**config.mk**
```make
export PLATFORM = sky130hd
export DESIGN_NAME = sccb_table_loader
export DESIGN_NICKNAME = d
export VERILOG_FILES = /design/src/rtl/sccb_table_loader.sv
export SDC_FILE = /design/constraint.sdc
export NUM_CORES = 1
export LEC_CHECK = 0
export BUFFER_PORTS_ARGS = -buffer_cell sky130_fd_sc_hd__buf_2
export CORE_AREA = 5 5 111 154
export DETAILED_ROUTE_END_ITERATION = 8
export DIE_AREA = 0 0 116 159
export GPL_ROUTABILITY_DRIVEN = 0
export SYNTH_ARGS = -nofsm -noshare
export SYNTH_HDL_FRONTEND = slang
export SYNTH_SLANG_ARGS = --single-unit
```
**constraint.sdc**
```tcl
create_clock -name clk_in -period 6.95 [get_ports clk_in]
set_clock_uncertainty 0.15 [all_clocks]
set_input_delay 1.39 -clock clk_in [delete_from_list [all_inputs] [get_ports clk_in]]
set_output_delay 1.39 -clock clk_in [all_outputs]
set_load 0.1 [all_outputs]
```
**src/rtl/sccb_table_loader.sv**
```systemverilog
// Walks a BRAM-resident register table and replays each entry as one SCCB/I2C
// write transaction (command + address/data bytes) through an external bus
// master. Supports delay entries, per-entry retry on missed ACK, and a
// zero-entry terminator.
module sccb_table_loader #(
   parameter int          RAM_DEPTH    = 256,
   parameter int          ADDR_BYTES   = 2,
   parameter int          DATA_BYTES   = 1,
   parameter logic [6:0]  DEV_ADDR     = 7'h3C,
   parameter int          BRAM_LATENCY = 2,
   parameter int          MAX_RETRY    = 3,
   parameter int          DELAY_UNIT   = 100000,
   localparam int         AW           = $clog2(RAM_DEPTH),
   localparam int         EW           = 8 * (ADDR_BYTES + DATA_BYTES)
) (
   input  logic          clk_in,
   input  logic          rst_in,
   input  logic          init_valid,
   output logic          init_ready,
   output logic [AW-1:0] bram_addr,
   input  logic [EW-1:0] bram_dout,
   output logic [6:0]    cmd_address,
   output logic          cmd_start,
   output logic          cmd_write_multiple,
   output logic          cmd_stop,
   output logic          cmd_valid,
   input  logic          cmd_ready,
   output logic [7:0]    data_tdata,
   output logic          data_tvalid,
   input  logic          data_tready,
   output logic          data_tlast,
   input  logic          master_busy,
   input  logic          missed_ack,
   output logic          done,
   output logic          error,
   output logic [15:0]   entries_written,
   output logic [AW-1:0] fail_index
);

   localparam int NB  = ADDR_BYTES + DATA_BYTES;
   localparam int AFW = 8 * ADDR_BYTES;
   localparam int DFW = 8 * DATA_BYTES;
   localparam int DCW = DFW + $clog2(DELAY_UNIT + 1);
   localparam int RCW = (MAX_RETRY < 1) ? 1 : $clog2(MAX_RETRY + 1);
   localparam int LCW = (BRAM_LATENCY < 1) ? 1 : $clog2(BRAM_LATENCY + 1);

   typedef enum logic [3:0] {
      S_IDLE, S_FETCH, S_WAIT_RD, S_DECODE, S_CMD,
      S_SEND, S_WAIT_DONE, S_DELAY, S_DONE, S_ERROR
   } state_t;

   state_t          state_q, state_d;
   logic [AW-1:0]   index_q, index_d;
   logic [RCW-1:0]  retries_q, retries_d;
   logic            nack_q, nack_d;
   logic [1:0]      byte_q, byte_d;
   logic [EW-1:0]   entry_q, entry_d;
   logic [LCW-1:0]  rd_cnt_q, rd_cnt_d;
   logic [DCW-1:0]  delay_q, delay_d;
   logic [15:0]     written_q, written_d;
   logic            error_q, error_d;
   logic [AW-1:0]   fail_q, fail_d;

   logic [AFW-1:0]  dout_addr;
   logic [DFW-1:0]  dout_data;
   logic [DCW-1:0]  delay_load;
   logic [7:0]      send_byte;
   logic            last_index;
   logic            last_byte;
   logic            advance;

   assign dout_addr  = bram_dout[EW-1 -: AFW];
   assign dout_data  = bram_dout[DFW-1:0];
   assign delay_load = (dout_data == '0) ? DCW'(1) : DCW'(dout_data) * DCW'(DELAY_UNIT);
   assign last_index = (index_q == AW'(RAM_DEPTH - 1));
   assign last_byte  = (byte_q == 2'(NB - 1));

   assign bram_addr          = index_q;
   assign cmd_start          = cmd_valid;
   assign cmd_write_multiple = cmd_valid;
   assign cmd_stop           = cmd_valid;
   assign cmd_address        = cmd_valid ? DEV_ADDR : '0;
   assign entries_written    = written_q;
   assign error              = error_q;
   assign fail_index         = fail_q;

   // Select the current outgoing byte, most significant byte first.
   always_comb begin
      send_byte = '0;
      for (int unsigned i = 0; i < NB; i++) begin
         if (byte_q == 2'(i)) send_byte = entry_q[EW-1-8*i -: 8];
      end
   end

   // State and datapath registers; reset aborts any transfer in progress.
   always_ff @(posedge clk_in or posedge rst_in) begin
      if (rst_in) begin
         state_q   <= S_IDLE;
         index_q   <= '0;
         retries_q <= '0;
         nack_q    <= 1'b0;
         byte_q    <= '0;
         entry_q   <= '0;
         rd_cnt_q  <= '0;
         delay_q   <= '0;
         written_q <= '0;
         error_q   <= 1'b0;
         fail_q    <= '0;
      end else begin
         state_q   <= state_d;
         index_q   <= index_d;
         retries_q <= retries_d;
         nack_q    <= nack_d;
         byte_q    <= byte_d;
         entry_q   <= entry_d;
         rd_cnt_q  <= rd_cnt_d;
         delay_q   <= delay_d;
         written_q <= written_d;
         error_q   <= error_d;
         fail_q    <= fail_d;
      end
   end

   // Next-state and output decode; bus outputs are only non-zero in CMD/SEND.
   always_comb begin
      state_d     = state_q;
      index_d     = index_q;
      retries_d   = retries_q;
      nack_d      = nack_q;
      byte_d      = byte_q;
      entry_d     = entry_q;
      rd_cnt_d    = rd_cnt_q;
      delay_d     = delay_q;
      written_d   = written_q;
      error_d     = error_q;
      fail_d      = fail_q;
      advance     = 1'b0;
      init_ready  = 1'b0;
      cmd_valid   = 1'b0;
      data_tvalid = 1'b0;
      data_tlast  = 1'b0;
      data_tdata  = '0;
      done        = 1'b0;

      unique case (state_q)
         S_IDLE: begin
            init_ready = 1'b1;
            if (init_valid) begin
               state_d   = S_FETCH;
               index_d   = '0;
               retries_d = '0;
               written_d = '0;
               error_d   = 1'b0;
            end
         end
         S_FETCH: begin
            rd_cnt_d = '0;
            state_d  = (BRAM_LATENCY == 0) ? S_DECODE : S_WAIT_RD;
         end
         S_WAIT_RD: begin
            if (rd_cnt_q == LCW'(BRAM_LATENCY - 1)) state_d = S_DECODE;
            else rd_cnt_d = rd_cnt_q + LCW'(1);
         end
         S_DECODE: begin
            entry_d = bram_dout;
            if (bram_dout == '0) begin
               state_d = S_DONE;
            end else if (dout_addr == '1) begin
               delay_d = delay_load;
               state_d = S_DELAY;
            end else begin
               nack_d  = 1'b0;
               state_d = S_CMD;
            end
         end
         S_DELAY: begin
            if (delay_q == DCW'(1)) advance = 1'b1;
            else delay_d = delay_q - DCW'(1);
         end
         S_CMD: begin
            cmd_valid = 1'b1;
            nack_d    = nack_q | missed_ack;
            if (cmd_ready) begin
               byte_d  = '0;
               state_d = S_SEND;
            end
         end
         S_SEND: begin
            data_tvalid = 1'b1;
            data_tdata  = send_byte;
            data_tlast  = last_byte;
            nack_d      = nack_q | missed_ack;
            if (data_tready) begin
               if (last_byte) state_d = S_WAIT_DONE;
               else byte_d = byte_q + 2'd1;
            end
         end
         S_WAIT_DONE: begin
            nack_d = nack_q | missed_ack;
            if (!master_busy) begin
               if (!(nack_q | missed_ack)) begin
                  if (written_q != '1) written_d = written_q + 16'd1;
                  advance = 1'b1;
               end else if (retries_q < RCW'(MAX_RETRY)) begin
                  retries_d = retries_q + RCW'(1);
                  nack_d    = 1'b0;
                  state_d   = S_CMD;
               end else begin
                  error_d = 1'b1;
                  fail_d  = index_q;
                  state_d = S_ERROR;
               end
            end
         end
         S_DONE: begin
            done    = 1'b1;
            state_d = S_IDLE;
         end
         S_ERROR: begin
            state_d = S_IDLE;
         end
         default: begin
            state_d = S_IDLE;
         end
      endcase

      // Shared step to the next table entry; the table never wraps to 0.
      if (advance) begin
         retries_d = '0;
         if (last_index) begin
            state_d = S_DONE;
         end else begin
            index_d = index_q + AW'(1);
            state_d = S_FETCH;
         end
      end
   end

endmodule

```
Yosys cells after proc, flatten, opt, wreduce, memory -nomap -nowiden
Index checks and enable logic that the tools add are counted.
{"block": "op_classes", "add_sub_neg": 6, "n_mul": 1, "n_lt_le_gt_ge": 1, "eq_ne": 38, "mux": 64, "bitwise_logic": 3, "n_reduce_logical": 20}
{"op": "two-way mux 25 bit", "n": 4}
{"op": "two-way mux 16 bit", "n": 4}
{"op": "two-way mux 8 bit", "n": 8}
{"op": "one-hot mux 25 bit (2 select lines)", "n": 1}
{"op": "two-way mux 4 bit", "n": 11}
{"op": "one-hot mux 16 bit (2 select lines)", "n": 1}
{"op": "one-hot mux 4 bit (8 select lines)", "n": 1}
{"op": "inequality test 2 bit (second input constant)", "n": 15}
{"op": "equality test 25 x 1 -> 1 bit (second input constant)", "n": 1}
{"op": "subtractor 25 x 1 -> 25 bit (second input constant)", "n": 1}
{"op": "logical NOT 24 bit", "n": 1}
{"op": "inequality test 3 bit (second input constant)", "n": 8}
{"op": "multiplier 8 x 12 -> 20 bit (second input constant)", "n": 1}
{"op": "two-way mux 2 bit", "n": 10}
{"op": "two-way mux 1 bit", "n": 17}
{"op": "adder 16 x 1 -> 16 bit (second input constant)", "n": 1}
{"op": "equality test 16 bit (second input constant)", "n": 1}
{"op": "equality test 4 x 3 -> 1 bit (second input constant)", "n": 4}
{"op": "inequality test 16 bit (second input constant)", "n": 1}
{"op": "AND reduction 5 bit", "n": 3}
{"op": "one-hot mux 2 bit (2 select lines)", "n": 3}
{"op": "AND reduction 4 bit", "n": 3}
{"op": "adder 8 x 1 -> 8 bit (second input constant)", "n": 1}
{"op": "equality test 4 x 2 -> 1 bit (second input constant)", "n": 2}
{"op": "21 further kinds", "n": 30}
{"block": "totals", "regBits": 93, "inputBits": 31, "output_inout_bits": 56, "wordCells": 144}

Logic depth before layout (Yosys ltp)
{"block": "logic_depth", "depth_word": 6, "depth_mapped": 15, "ltp_nobuf": 14}

Worst setup path before layout
OpenSTA, ideal clock, no wires.
{"block": "synth_timing", "path_type": "register to output", "from": "reg state_q[0]", "to": "out done", "arrival_ns": 3.854, "required_time_ns": 5.410, "slack_ns": 1.556, "stages_incl_launch_ff": 4, "n_path_buf": 2, "cell_sequence": "dfrtp_1 buf_4 clkbuf_1 nor4b_1"}
{"block": "synth_between", "elab_chain_len": 2}
{"element": "start: declaration", "line_no": "52", "source": "state_t state_q, state_d;"}
{"element": "start signal: assignment", "line_no": "110", "source": "state_q <= state_d;"}
{"element": "equality test 4 bit", "line_no": "145", "source": "unique case (state_q)"}
{"element": "two-way mux 1 bit", "line_no": "145"}
{"element": "end: declaration", "line_no": "34", "source": "output logic done,"}
No other way between the ends.

Worst setup path after layout
{"block": "layout_timing", "from": "in bram_dout[2]", "to": "reg delay_q[23]"}
{"block": "layout_between", "elab_chain_len": 5, "word_cells_on_any_way": 9}
{"element": "start: declaration", "line_no": "21", "source": "input logic [EW-1:0] bram_dout,"}
{"element": "multiplier 8 x 12 -> 20 bit or logical NOT 8 bit (tied branches)", "line_no": "74", "source": "assign delay_load = (dout_data == '0) ? DCW'(1) : DCW'(dout_data) * DCW'(DELAY_UNIT);"}
{"element": "two-way mux 25 bit", "line_no": "74"}
{"element": "two-way mux 25 bit", "line_no": "168", "source": "end else if (dout_addr == '1) begin"}
{"element": "two-way mux 25 bit", "line_no": "166", "source": "if (bram_dout == '0) begin"}
{"element": "one-hot mux 25 bit (2 select lines)", "line_no": "145"}
{"element": "end signal: assignment", "line_no": "117", "source": "delay_q <= delay_d;"}
{"element": "end: declaration", "line_no": "59", "source": "logic [DCW-1:0] delay_q, delay_d;"}
Parallel ways exist; a longest one is shown, timed or not. The select of a mux whose other input is x is not followed.
A chain may end at the register's enable or synchronous reset.

==> metrics.csv <==
metric,value,unit
via_per_inst,5.81,
p_per_area,372,mW/mm²
fp-row-count,54,
worstPathCellList,buf_2 -> ha_1 -> ha_1 -> inv_1 -> fa_1 -> inv_1 -> fa_1 -> ha_1 -> a21o_1 -> a221o_1 -> a31oi_1 -> nand2_1 -> a21oi_1 -> xnor2_1 -> a31o_1,
grt_pass1_wl,28.8,mm
worst-endpoint-arrival,5.07,ns
cp_max_fo,6,
min_period,5.00,ns
synth_edf_count,0,
antenna_found_initial,0,
cts_buffers,9,
p_int,0.00150,W
via_count,5754,
dpl.hpwl,13.4,mm
seqPwrFrac,0.317,
coreArea,0.0155,mm²
setup_tns,0,ns
diodes,0,
cts-hold-fix-buffers,0,
switching_share,0.470,
cpPeakStageDelay,0.50,ns
cp_slowest_cell,fa_1,
comb_power_share,0.504,
seq_area_frac_synth,0.341,
ioPinCount,87,
grt_max_degree,74,
initial_core_util,0.439,
leakagePower,3.61,nW
worstPathRequired,7.03,ns
clk_pin_slew_worst_paths,0.07,ns
synth_warnings,0,
synth_top_area_frac,0.341,
clockRootBuffer,clkbuf_16,
vdd_ir_drop_max,0.178,mV
drv_slew,0,
met1_length,7.16,mm
die_h,159,µm
fin_crit_sh,0.719,
cts_tree,yes,
die_x,116,µm
synth_area,0.00683,mm²
nets,899,
maxCapViolations,0,
crit_path_start_kind,input pin,
crit_path_frequent_cell,ha_1,
post_cts_buffers,0,
htree_num_levels,3,
holdWs,0.351,ns
first_pass_iters,5,
synth_cells,731,
rsz0062_at_grt,false,
outcome,"complete, no violations",
cts_resized,0,
grt_overflow,0,
worstMarginPinSlew,1.10,ns
routed.top_layer,met4,
ys_seq_elements,93,
wl_met3,511,µm
yosys.area.top_type,dfrtp_1,
final_hold_viol_count,0,
fin_cells,991,
critPathKind,input pin to flip-flop,
syn-mean-instance-area,9.34,µm²
wl,17.4,mm
grt_pass1_vias,5745,
hp-class,flip-flop to flip-flop,
drtIter0Drc,408,
grt_usage,0.190,
setup_viol,0,
wl_met2,9.46,mm
routedWlPerCell,17.6,µm
clock_latency,0.34,ns
clock_sinks,93,
dpl.cell_count,975,
dieArea,0.0184,mm²
pwr-share-clk,0.180,
synthTopCellsByArea,"dfrtp_1 34%, ha_1 12%, mux2_2 5.3%",
drive_above_1_share,0.197,
power,0.00283,W
ys_types,73,
ys_async_sr_fraction,1.00,
max_slew_margin,0.261,
area_delta_synth_final,11.5,%
drc,0,
p_switching,0.00133,W
cts_buffer_depth,2,
synth_ff_type,dfrtp_1,
crit_path_end_kind,flip-flop,
io_buffers,83,
ant_nets,0,
max_freq,0.200,GHz
-- routing by layer --
layer / GRT usage / vias to the layer above
met5: 0 / -
met4: 0.0565 / 0
met3: 0.0171 / 18
met2: 0.348 / 117
met1: 0.230 / 2831
li1: - / 2788
-- power groups by stage --
stage               sequential, W  combinational, W  clock, W
finish                   0.000896           0.00143  0.000508
global route             0.000924           0.00157  0.000541
CTS                      0.000892           0.00144  0.000524
detailed placement       0.000903           0.00143         0
global placement         0.000894           0.00141         0
floorplan                0.000862           0.00118         0
-- worst paths after layout --
check | start | end | slack [ns] | depth (start not counted)
max | bram_dout[2] | delay_q[23]$_DFFE_PP0P_ | 1.95 | 15
min | error$_DFFE_PP0P_ | error$_DFFE_PP0P_ | 0.35 | 2
max reg2reg | state_q[0]$_DFFE_PP0P_ | delay_q[4]$_DFFE_PP0P_ | 3.31 | 7
min reg2reg | error$_DFFE_PP0P_ | error$_DFFE_PP0P_ | 0.35 | 2
max in group asynchronous | rst_in | delay_q[5]$_DFFE_PP0P_ | 4.51 | 3
min in group asynchronous | rst_in | entries_written[5]$_DFFE_PP0P_ | 0.86 | 2
-- per-stage QoR --
stage,worst slack [ns],utilization,area [µm²]
5_1_grt,1.80,0.490,7610
4_1_cts,1.95,0.490,7610
6_report,1.95,0.490,7610
3_3_place_gp,1.71,0.471,7310
2_1_floorplan,1.56,-,6840
3_5_place_dp,1.60,0.471,7310
-- cell usage in the layout, fill, tap and decap left out, types with 11 or more instances in the layout --
cell      n
a21o_1   11
a21oi_1  50
a22oi_1  11
buf_2    83
dfrtp_1  93
fa_1     12
ha_1     66
inv_1    25
mux2_2   32
nand2_1  46
nand3_1  24
nor2_1   66
nor3_1   17
o21ai_0  40
o21ai_1  22
xnor2_1  12
xor2_1   11
-- cell usage after synthesis, types with 8 or more instances --
cell and number:
a21o_1 11, a21oi_1 50, a22oi_1 11, a31oi_1 8, buf_4 13, clkbuf_1 20
dfrtp_1 93, fa_1 12, ha_1 66, inv_1 26, mux2_2 32, nand2_1 46
nand3_1 24, nand4_1 10, nor2_1 66, nor3_1 17, o21ai_0 40, o21ai_1 22
o31ai_1 10, or3_1 9, or4_1 8, xnor2_1 12, xor2_1 11
-- flip-flops by register name, indices dropped and copies added (netlist names) --
signal	cells
fail_index	8
rd_cnt_q	2
entries_written	16
state_q	4
entry_q	24
retries_q	2
error	1
byte_q	2
bram_addr	8
nack_q	1
delay_q	25
-- cells by family after synthesis --
family | share of synthesized area
AO/OA/AOI/OAI | 0.183
flip-flops | 0.341
adder cells (fa/ha/maj) | 0.156
XOR/XNOR | 0.0295
buffers and inverters | 0.0464
AND/OR/NAND/NOR | 0.182
multiplexers | 0.0619
other | 0.000549
-- final cells by class --
class | instances | area [µm²]
fillers | 1504 | 7930
multi-input cells | 574 | 4210
flip-flops and latches | 93 | 2330
repair buffers | 86 | 438
well taps | 196 | 245
clock buffers | 10 | 229
inverters | 26 | 98.8
clock inverters | 6 | 71.3
-- worst max-delay path, delay by kind of cell --
family                     cells  cell delay (ns)
buffers and inverters          3             0.25
xor gates and xnor gates       1             0.09
AOI/OAI and AO/OA              5             1.28
and+or+nand+nor                1             0.09
adders and majority gates      5             1.96
(Power assumes the default switching activity.)
